--- src/rtl/cache_burst_controller.sv ---
// Burst controller for a set-associative cache: handles the hit/miss decision,
// dirty-line write-back, line refill and optional write-through stores.
`ifndef CACHE_T
`define CACHE_T 20
`endif
`ifndef CACHE_S
`define CACHE_S 8
`endif
`ifndef CACHE_B
`define CACHE_B 4
`endif

module cache_burst_controller #(
    parameter int TAG_WIDTH     = `CACHE_T,
    parameter int SET_WIDTH     = `CACHE_S,
    parameter int OFFSET_WIDTH  = `CACHE_B,
    parameter int WRITE_THROUGH = 0
) (
    input  logic                    clk_i,
    input  logic                    rst_i,
    input  logic                    en_i,
    input  logic                    write_en_i,
    input  logic [31:0]             addr_i,
    input  logic                    hit_i,
    input  logic                    dirty_i,
    input  logic [TAG_WIDTH-1:0]    tag_line_i,
    input  logic                    mem_ready_i,
    output logic                    mem_req_o,
    output logic                    mem_we_o,
    output logic [31:0]             mem_addr_o,
    output logic                    line_write_en_o,
    output logic                    line_update_en_o,
    output logic                    set_valid_o,
    output logic                    set_dirty_o,
    output logic [OFFSET_WIDTH-3:0] offset_line_o,
    output logic                    stall_o,
    output logic [1:0]              state_o
);
    localparam int BEAT_W = OFFSET_WIDTH - 2;

    typedef enum logic [1:0] {
        S_IDLE       = 2'd0,
        S_WRITE_BACK = 2'd1,
        S_REFILL     = 2'd2,
        S_WT_WRITE   = 2'd3
    } state_t;

    state_t              r_state;
    state_t              w_state_next;
    logic [BEAT_W-1:0]   r_beat;

    logic [TAG_WIDTH-1:0] w_tag;
    logic [SET_WIDTH-1:0] w_index;
    logic [BEAT_W-1:0]    w_word;
    logic                 w_last;
    logic                 w_burst;
    logic                 w_unused_addr_bits;

    logic                 w_mem_req, w_mem_we, w_line_we, w_line_upd;
    logic                 w_set_valid, w_set_dirty, w_stall;
    logic [31:0]          w_mem_addr;
    logic [BEAT_W-1:0]    w_offset;

    assign w_tag   = addr_i[31 -: TAG_WIDTH];
    assign w_index = addr_i[31-TAG_WIDTH -: SET_WIDTH];
    assign w_word  = addr_i[OFFSET_WIDTH-1:2];
    assign w_last  = (r_beat == {BEAT_W{1'b1}});
    assign w_burst = (r_state == S_WRITE_BACK) || (r_state == S_REFILL);
    assign w_unused_addr_bits = &{1'b0, addr_i[1:0]};

    // Beat counter only tracks line bursts; the single-word write-through
    // store must leave it at 0 for the next burst.
    always_ff @(posedge clk_i or posedge rst_i) begin
        if (rst_i) begin
            r_state <= S_IDLE;
            r_beat  <= '0;
        end else begin
            r_state <= w_state_next;
            if (w_burst && mem_ready_i) begin
                r_beat <= w_last ? '0 : r_beat + BEAT_W'(1);
            end
        end
    end

    always_comb begin
        w_state_next = r_state;
        w_mem_req    = 1'b0;
        w_mem_we     = 1'b0;
        w_mem_addr   = '0;
        w_line_we    = 1'b0;
        w_line_upd   = 1'b0;
        w_set_valid  = 1'b0;
        w_set_dirty  = 1'b0;
        w_stall      = 1'b0;
        w_offset     = '0;
        case (r_state)
            S_IDLE: begin
                if (en_i) begin
                    w_offset = w_word;
                    if (!hit_i) begin
                        w_stall      = 1'b1;
                        w_state_next = (dirty_i && WRITE_THROUGH == 0) ? S_WRITE_BACK : S_REFILL;
                    end else if (write_en_i) begin
                        if (WRITE_THROUGH != 0) begin
                            w_stall      = 1'b1;
                            w_state_next = S_WT_WRITE;
                        end else begin
                            w_line_we   = 1'b1;
                            w_set_valid = 1'b1;
                            w_set_dirty = 1'b1;
                        end
                    end
                end
            end
            S_WRITE_BACK: begin
                w_mem_req  = 1'b1;
                w_mem_we   = 1'b1;
                w_mem_addr = {tag_line_i, w_index, r_beat, 2'b00};
                w_stall    = 1'b1;
                w_offset   = r_beat;
                if (mem_ready_i && w_last) begin
                    w_state_next = S_REFILL;
                end
            end
            S_REFILL: begin
                w_mem_req  = 1'b1;
                w_mem_addr = {w_tag, w_index, r_beat, 2'b00};
                w_stall    = 1'b1;
                w_line_upd = mem_ready_i;
                w_offset   = r_beat;
                if (mem_ready_i && w_last) begin
                    w_set_valid  = 1'b1;
                    w_state_next = S_IDLE;
                end
            end
            S_WT_WRITE: begin
                w_mem_req  = 1'b1;
                w_mem_we   = 1'b1;
                w_mem_addr = {addr_i[31:2], 2'b00};
                w_stall    = ~mem_ready_i;
                w_offset   = w_word;
                if (mem_ready_i) begin
                    w_line_we    = 1'b1;
                    w_set_valid  = 1'b1;
                    w_state_next = S_IDLE;
                end
            end
            default: w_state_next = S_IDLE;
        endcase
    end

    // Outputs are gated by reset so they drop immediately, even while en_i is high.
    assign mem_req_o        = w_mem_req   & ~rst_i;
    assign mem_we_o         = w_mem_we    & ~rst_i;
    assign mem_addr_o       = rst_i ? '0 : w_mem_addr;
    assign line_write_en_o  = w_line_we   & ~rst_i;
    assign line_update_en_o = w_line_upd  & ~rst_i;
    assign set_valid_o      = w_set_valid & ~rst_i;
    assign set_dirty_o      = w_set_dirty & ~rst_i;
    assign offset_line_o    = rst_i ? '0 : w_offset;
    assign stall_o          = w_stall     & ~rst_i;
    assign state_o          = r_state;
endmodule
--- config.mk ---
export PLATFORM = sky130hd
export DESIGN_NAME = cache_burst_controller
export DESIGN_NICKNAME = d
export VERILOG_FILES = /design/src/rtl/cache_burst_controller.sv
export SDC_FILE = /design/constraint.sdc
export NUM_CORES = 1
export LEC_CHECK = 0
export ABC_AREA = 1
export ABC_CLOCK_PERIOD_IN_PS = 2300
export CORE_MARGIN = 3
export CORE_UTILIZATION = 30
export CTS_BUF_LIST = sky130_fd_sc_hd__clkbuf_16
export DETAILED_ROUTE_END_ITERATION = 8
export PLACE_DENSITY = 0.85
export SLEW_MARGIN = 10
export SYNTH_ARGS = -nofsm -noshare
export SYNTH_HDL_FRONTEND = slang
export SYNTH_SLANG_ARGS = --single-unit
--- constraint.sdc ---
create_clock -name clk_i -period 2.3 [get_ports clk_i]
set_clock_uncertainty 0.05 [all_clocks]
set_input_delay 0.46 -clock clk_i [delete_from_list [all_inputs] [get_ports clk_i]]
set_output_delay 0.46 -clock clk_i [all_outputs]
set_load 0.005 [all_outputs]
==> flow_metrics.tcl, run 1 <==
set metrics [dict create \
    outcome "complete, but fails checks" \
    violations "negative setup slack" \
    core_area_sq_um 3200 \
    drive_gt1_frac 0.224 \
    p_int_mw 1.31 \
    hold_viol_final 0 \
    power_density_nw_per_um2 872 \
    htreeDepth 1 \
    place_area_sq_um 2120 \
    cp-end-kind "output port" \
    hpwl_um 3330 \
    r2r_cells 6 \
    wl_per_cell_um 13.7 \
    tns_ps -7.85 \
    cts.hold.buffers_added 0 \
    grt_antenna_before_repair 0 \
    p_sw_frac 0.418 \
    num_antenna_cells 0 \
    synth_area_leader_cell "nand2_1" \
    port_buffers 97 \
    path_max_fanout 4 \
    cts_tree "built" \
    max_freq_mhz 433 \
    clock_power_share 0.121 \
    drtIter0Drc 92 \
    vias 1823 \
    netlist.area_leader.share 0.354 \
    grt-ovfl-total 0 \
    ys.flop_type "dfrtp_1" \
    fin_ws_ps -7.85 \
    crit_top_cell "buf_4" \
    ant_nets 0 \
    viasPerCell 4.71 \
    vdd_ir_drop_max_mv 0.835 \
    rsz0062_at_grt "yes" \
    synth_top_cells_by_area "nand2_1 35%, inv_1 11%, o21ai_0 11%, dfrtp_1 9.5%, ha_1 8.3%" \
    cpPeakStageDelay_ps 430 \
    drt-total-wl_um 5300 \
    synthMostInstantiatedCell "nand2_1" \
    slew_viol_final 0 \
    start_util 0.328 \
    crit_type "register to output port" \
    crit_chain "inv_4 > buf_4 > buf_4 > ha_4 > inv_1 > nand3_1 > nand2_1 > a21oi_2 > clkbuf_2" \
    seqCellArea_sq_um 103 \
    cts_root_buf "clkbuf_16" \
    syn_avg_cell_area_sq_um 4.98 \
    crit_required_ps 1790 \
    first_pass_iters 5 \
    cts_buffers 3 \
    period_needed_ps 2310 \
    pwr-share-comb 0.807 \
    die_h_um 65.2 \
    die_w_um 65.2 \
    cp_slowest_cell "dfrtp_2" \
    cap_violations 0 \
    p_leak_nw 1.62 \
    cts.sinks 4 \
    synth_commonest_cells "99 x nand2_1, 32 x inv_1, 23 x o21ai_0" \
    drc 0 \
    synth_cell_types 21 \
    finalSetupViolCount 1 \
    synth_cells 211 \
    track_usage 0.219 \
    whs_ps 219 \
    ys_warn_count 0 \
    fillers 221 \
    finalInstanceArea_sq_um 2570 \
    seqPwrFrac 0.072 \
    syn_area_sq_um 1050 \
    ys_seq_elements 4 \
    cts.clk_slew.worst_paths_ps 30 \
    grt_pass1_wl_um 7530 \
    switchingPower_uw 938 \
    cts_buffer_depth 2 \
    gp_congestion 0.831 \
    row_count 20 \
    async_reset_ff_frac 1.00 \
    grt_max_degree 15 \
    hp-class "primary input to async pin" \
    cp-start-kind "register" \
    worstPathArrival_ps 1800 \
    die_area_sq_um 4250 \
    ys_seq_area_frac 0.0952 \
    area_delta_synth_final_pct 145 \
    nets 411 \
    period_share 1.00 \
    final_core_util 0.804 \
    io-pin-count 102 \
    grt_pass1_vias 1710 \
    synth_edf_count 0 \
    clkLatencyLatePin_ps 230 \
    multi_input_area_sq_um 827 \
]
==> power by group through the flow <==
| stage | Combinational [mW] | Clock, mW | Sequential (mW) |
|---|---|---|---|
| after floorplan | 0.691 | 0 | 0.138 |
| after global placement | 1.25 | 0 | 0.142 |
| after detailed placement | 1.28 | 0 | 0.146 |
| after CTS | 1.50 | 0.276 | 0.152 |
| after global routing | 1.96 | 0.281 | 0.163 |
| final | 1.81 | 0.272 | 0.161 |
==> per-layer routing <==
layer,vias to the layer above,global-route usage,share of wire
li1,899,-,-
met1,799,0.248,0.39
met2,107,0.391,0.49
met3,18,0.0376,0.094
met4,0,0.111,0.031
met5,-,0,0
==> layout make-up <==
| class | count | share of cell area |
|---|---|---|
| clock buffers | 3 | 0.0292 |
| inverters | 34 | 0.0534 |
| multi-input cells | 161 | 0.321 |
| repair buffers | 141 | 0.535 |
| flip-flops and latches | 4 | 0.0398 |
| well taps | 44 | 0.0214 |
==> critical path: cells and delay by family, from the launching register on <==
family | cells | cell delay [ps]
compound gates | 1 | 150
fa+ha+maj | 1 | 280
flops | 1 | 430
buf+inv | 5 | 540
simple gates | 2 | 180
==> placed cells by master, fill, tap and decap left out, types with 2 or more instances in the layout <==
master,instances
nand2_1,95
clkdlybuf4s50_1,55
buf_4,30
inv_1,29
o21ai_1,16
dlygate4sd2_1,15
nor2_1,12
dlymetal6s2s_1,11
clkbuf_2,8
clkdlybuf4s15_1,8
buf_6,8
o21ai_0,6
a21oi_1,5
ha_4,5
nand2_2,4
clkbuf_16,4
nand3_1,2
nand4_1,2
nor3_1,2
inv_4,2
inv_2,2
o21ai_2,2
ha_1,2
conb_1,2
buf_12,2
buf_8,2
dfrtp_1,2
dfrtp_2,2
==> final timing paths <==
path	start	to	slack, ps
setup / recovery	state_o[1]	stall_o	-8
hold / removal	rst_i	r_beat[1]	220
setup reg to reg	state_o[1]	r_beat[1]	680
hold reg to reg	r_beat[0]	r_beat[0]	540
max in group asynchronous	rst_i	state_o[0]	1830
min in group clk_i	r_beat[0]	r_beat[0]	540
==> what timing repair did <==
action / 4_1_cts / 5_1_grt
gates resized for setup: 61 / 61
buffers inserted: 11 / 17
gates cloned: 1 / 1
pin swaps: 1 / 6
endpoints found under the setup margin: 39 / 27
==> metrics by stage <==
step / power [mW] / setup WS, ps / cells
after global placement: 1.40 / -120 / 354
after floorplan: 0.828 / 478 / 212
final: 2.25 / -7.85 / 387
after global routing: 2.41 / -70.8 / 387
after detailed placement: 1.43 / -144 / 354
after CTS: 1.92 / -132 / 369
==> state kept, by name, summed over array words and instances (netlist names) <==
| name | count |
|---|---|
| r_beat | 2 |
| state_o | 2 |
==> cell families (layout without fill, tap and decap cells) <==
group | after synthesis | count (layout) | share of synthesized area
fa+ha+maj | 7 | 7 | 0.0833
compound gates | 32 | 32 | 0.157
simple gates | 119 | 119 | 0.446
flops | 4 | 4 | 0.0952
mux | 1 | 1 | 0.0107
other cells | 1 | 2 | 0.00357
buf+inv | 47 | 178 | 0.204
No activity file was read; power rests on OpenSTA's default activity.
==> run 2: changes to the inputs <==
- REMOVE_ABC_BUFFERS: unset -> 1
==> flow_metrics.tcl, run 2 (synthesis gave the netlist of run 1 again) <==
set metrics [dict create \
    outcome "finished, final reports clean" \
    nets 410 \
    cts_root_buf "clkbuf_16" \
    drt-total-wl_um 5190 \
    cts_buffers 3 \
    track_usage 0.211 \
    period_share 0.991 \
    drive_gt1_frac 0.196 \
    drtIter0Drc 74 \
    grt_pass1_vias 1618 \
    grt-ovfl-total 0 \
    cts.sinks 4 \
    cpPeakStageDelay_ps 430 \
    wl_per_cell_um 13.4 \
    power_density_nw_per_um2 880 \
    p_leak_nw 1.50 \
    crit_type "register to output port" \
    final_cell_mix "98 x nand2_1, 57 x clkdlybuf4s50_1, 29 x inv_1, 29 x buf_4, 28 x dlygate4sd2_1" \
    grt_antenna_before_repair 0 \
    gp_congestion 0.877 \
    io-pin-count 102 \
    cp_slowest_cell "dfrtp_2" \
    tns_ps 0 \
    finalInstanceArea_sq_um 2520 \
    path_max_fanout 13 \
    grt_max_degree 18 \
    final_core_util 0.786 \
    max_freq_mhz 439 \
    worstReg2RegStart "state_o[0]" \
    cp-end-kind "output port" \
    viasPerCell 4.68 \
    cts_tree "built" \
    worstPathArrival_ps 1770 \
    start_util 0.328 \
    layout_commonest_cell "nand2_1" \
    die_w_um 65.2 \
    crit_top_cell "nand2_1" \
    cts_buffer_depth 2 \
    hold_viol_final 0 \
    vias 1806 \
    htreeDepth 1 \
    die_area_sq_um 4250 \
    finalSetupViolCount 0 \
    cap_violations 0 \
    first_pass_iters 6 \
    vdd_ir_drop_max_mv 0.824 \
    die_h_um 65.2 \
    place_area_sq_um 2120 \
    grt_pass1_wl_um 7180 \
    crit_chain "buf_6 > ha_4 > buf_4 > buf_12 > o21ai_1 > nand2_1 > nand2_1 > inv_1 > dlygate4sd2_1" \
    core_area_sq_um 3200 \
    row_count 20 \
    hpwl_um 3290 \
    cp-start-kind "register" \
    period_needed_ps 2280 \
    crit_family "buffers and inverters" \
    power_mw 2.22 \
    drc 0 \
    area_delta_synth_final_pct 140 \
    cts.clk_slew.worst_paths_ps 30 \
    num_antenna_cells 0 \
    critPathBufInv 5 \
    r2r_cells 8 \
    slew_viol_final 0 \
    hp-class "primary input to async pin" \
    critical_path.startpoint "state_o[0]" \
    port_buffers 97 \
    crit_required_ps 1790 \
    clkLatencyLatePin_ps 230 \
    worstSetupPathDepth 9 \
    ant_nets 0 \
]
[run 2: changes by cell type in the layout (fill, tap and decap cells not counted), sizes merged]
| cell | before | now |
|---|---|---|
| dlygate4sd2 | 15 | 28 |
| clkinv | 1 | 0 |
| dlymetal6s2s | 11 | 2 |
| clkdlybuf4s15 | 8 | 6 |
| inv | 33 | 34 |
| buf | 43 | 44 |
| clkdlybuf4s50 | 55 | 57 |
| clkbuf | 12 | 6 |
[run 2: what timing repair did]
item | in CTS | in global routing
hold buffers | 0 | 0
pin swaps | 2 | 6
cloned | 2 | 0
setup endpoints to repair | 38 | 22
setup buffers | 14 | 14
endpoints found under the hold margin | 0 | 0
gates resized for setup | 62 | 41
[run 2: per-layer routing]
metal,share of wire,track usage,vias up
met2,0.50,0.398,87
met3,0.095,0.0530,13
li1,-,-,892
met5,0,0,-
met4,0.021,0.0596,0
met1,0.39,0.230,814
[run 2: worst paths after layout]
kind | to | slack (ps)
max | mem_addr_o[2] | 20
min | r_beat[1] | 320
max reg2reg | state_o[0] | 640
min reg2reg | r_beat[0] | 550
max in group asynchronous | state_o[0] | 1730
min in group clk_i | r_beat[0] | 550
[run 2: layout make-up]
cell class | count | area, sq um
clock buffer | 3 | 75.1
fill | 242 | 686
inverter | 34 | 135
multi-input combinational | 161 | 812
sequential | 4 | 103
tap | 44 | 55.1
timing repair buffer | 140 | 1340
[run 2: power breakdown]
group	leakage, nW	internal [mW]	total (mW)	switching, mW
clock	0.0370	0.223	0.277	0.0546
sequential	0.0472	0.107	0.156	0.0489
combinational	1.41	0.971	1.78	0.813
total	1.50	1.30	2.22	0.916
[run 2: metrics by stage]
stage | worst slack [ps] | std cells | hold WS, ps
finish | 21.1 | 386 | 321
global route | -47.4 | 386 | 338
CTS | -100 | 372 | 311
detailed placement | -192 | 353 | 496
global placement | -115 | 353 | 493
floorplan | 312 | 199 | 177
[run 2: tightest hold or removal path, stage by stage]
cell	delay, ps
dlygate4sd2_1	250
inv_2	60
buf_4	160
==> run 3: changes to the inputs <==
- CELL_PAD_IN_SITES_DETAIL_PLACEMENT: unset -> 0
- CELL_PAD_IN_SITES_GLOBAL_PLACEMENT: unset -> 2
- CORE_UTILIZATION: 30 -> 12
==> flow_metrics.tcl, run 3 (synthesis gave the netlist of run 1 again) <==
set metrics [dict create \
    cts_buffers 3 \
    num_antenna_cells 0 \
    r2r_cells 7 \
    first_pass_iters 3 \
    start_util 0.126 \
    clkLatencyLatePin_ps 220 \
    nets 402 \
    row_count 33 \
    fillers 939 \
    final_cell_mix "98 x nand2_1, 57 x clkdlybuf4s50_1, 29 x inv_1, 28 x dlygate4sd2_1, 19 x buf_4" \
    worstReg2RegStart "state_o[0]" \
    worstSetupEndpoint "mem_addr_o[5]" \
    grt-ovfl-total 0 \
    vdd_ir_drop_max_mv 0.568 \
    cp-end-kind "output port" \
    cts_buffer_depth 2 \
    cp-start-kind "register" \
    die_area_sq_um 9920 \
    cts_root_buf "clkbuf_16" \
    drt-total-wl_um 4880 \
    use_met3 0.0126 \
    core_area_sq_um 8340 \
    multi_input_area_sq_um 811 \
    grt_max_degree 18 \
    p_leak_nw 1.49 \
    hold_viol_final 0 \
    use_met2 0.164 \
    rsz0062_at_grt "yes" \
    cts_tree "built" \
    met1_usage 0.121 \
    cts.sinks 4 \
    cap_violations 0 \
    period_needed_ps 2260 \
    r2r_setup_slack_ps 750 \
    crit_chain "buf_6 > ha_4 > buf_12 > nor3_4 > buf_6 > nor2_1 > dlygate4sd2_1" \
    gp_congestion 0.775 \
    die_w_um 99.6 \
    power_density_nw_per_um2 800 \
    worstPathArrival_ps 1750 \
    top_usage_layer "met2" \
    path_max_fanout 8 \
    wl_per_cell_um 11.1 \
    crit_top_cell "buf_6" \
    drc 0 \
    cts.clk_slew.worst_paths_ps 30 \
    r2r_end "state_o[0]" \
    viasPerCell 3.75 \
    grt_pass1_wl_um 7720 \
    period_share 0.983 \
    seqCellArea_sq_um 101 \
    cpPeakStageDelay_ps 440 \
    outcome "finished, final reports clean" \
    place_ws_ps -204 \
    finalSetupViolCount 0 \
    hpwl_um 3690 \
    hp-class "primary input to async pin" \
    die_h_um 99.6 \
    vias 1648 \
    io-pin-count 102 \
    slew_viol_final 0 \
    port_buffers 97 \
    drtIter0Drc 31 \
    cp_slowest_cell "dfrtp_2" \
    grt_antenna_before_repair 0 \
    fin_ws_ps 38.9 \
    track_usage 0.0946 \
    layout_commonest_cell "nand2_1" \
    htreeDepth 1 \
    tns_ps 0 \
    crit_required_ps 1790 \
    drive_gt1_frac 0.168 \
    grt_pass1_vias 1595 \
    crit_type "register to output port" \
    max_freq_mhz 442 \
    area_delta_synth_final_pct 147 \
    critical_path.startpoint "state_o[0]" \
    ant_nets 0 \
]
## run 3: repair_timing
item / in CTS / in global routing
endpoints found under the hold margin: 0 / 0
endpoints found under the setup margin: 38 / 16
gates resized for setup: 60 / 31
setup buffers: 5 / 7
pin swaps: 2 / 3
gates cloned: 1 / 1
hold buffers: 0 / 0
## run 3: cell type report
type / instances / area share
well taps: 105 / 0.0505
inverters: 34 / 0.0500
clock buffers: 3 / 0.0289
multi-input cells: 161 / 0.312
flip-flops and latches: 4 / 0.0390
repair buffers: 132 / 0.520
## run 3: critical path: cells and delay by family (launching register included)
kind          cells  cell delay, ps
flops             1             440
fa+ha+maj         1             170
buf+inv           4             670
simple gates      2             250
## run 3: worst min-delay path by stage
stage,start,end,cells past startpoint
3_5_place_dp,r_beat[0],r_beat[0],1
5_1_grt,rst_i,r_beat[0],3
2_1_floorplan,rst_i,r_beat[0],1
3_3_place_gp,r_beat[0],r_beat[0],1
4_1_cts,rst_i,r_beat[0],3
6_report,rst_i,state_o[1],3
## run 3: per-stage QoR
stage                     hold WS, ps  area [sq um]   util  power, mW  std cells
after floorplan                   177           968      -      0.763        199
after global placement            497          2280  0.273       1.56        422
after detailed placement          498          2280  0.273       1.56        422
after CTS                         345          2440  0.293       1.95        431
after global routing              388          2600  0.312       2.30        439
final                             341          2600  0.312       2.08        439
## run 3: power by group
part,leakage (nW),internal (mW),switching (mW)
combinational,1.40,0.904,0.758
clock,0.0370,0.222,0.0490
sequential,0.0485,0.106,0.0411
total,1.49,1.23,0.848
## run 3: layer usage
layer  share of wire  routed length, um  up-vias
li1                -                  -      881
met1            0.45               2200      709
met2            0.49               2380       54
met3           0.054                263        4
met4          0.0086                 42        0
met5               0                  0        -
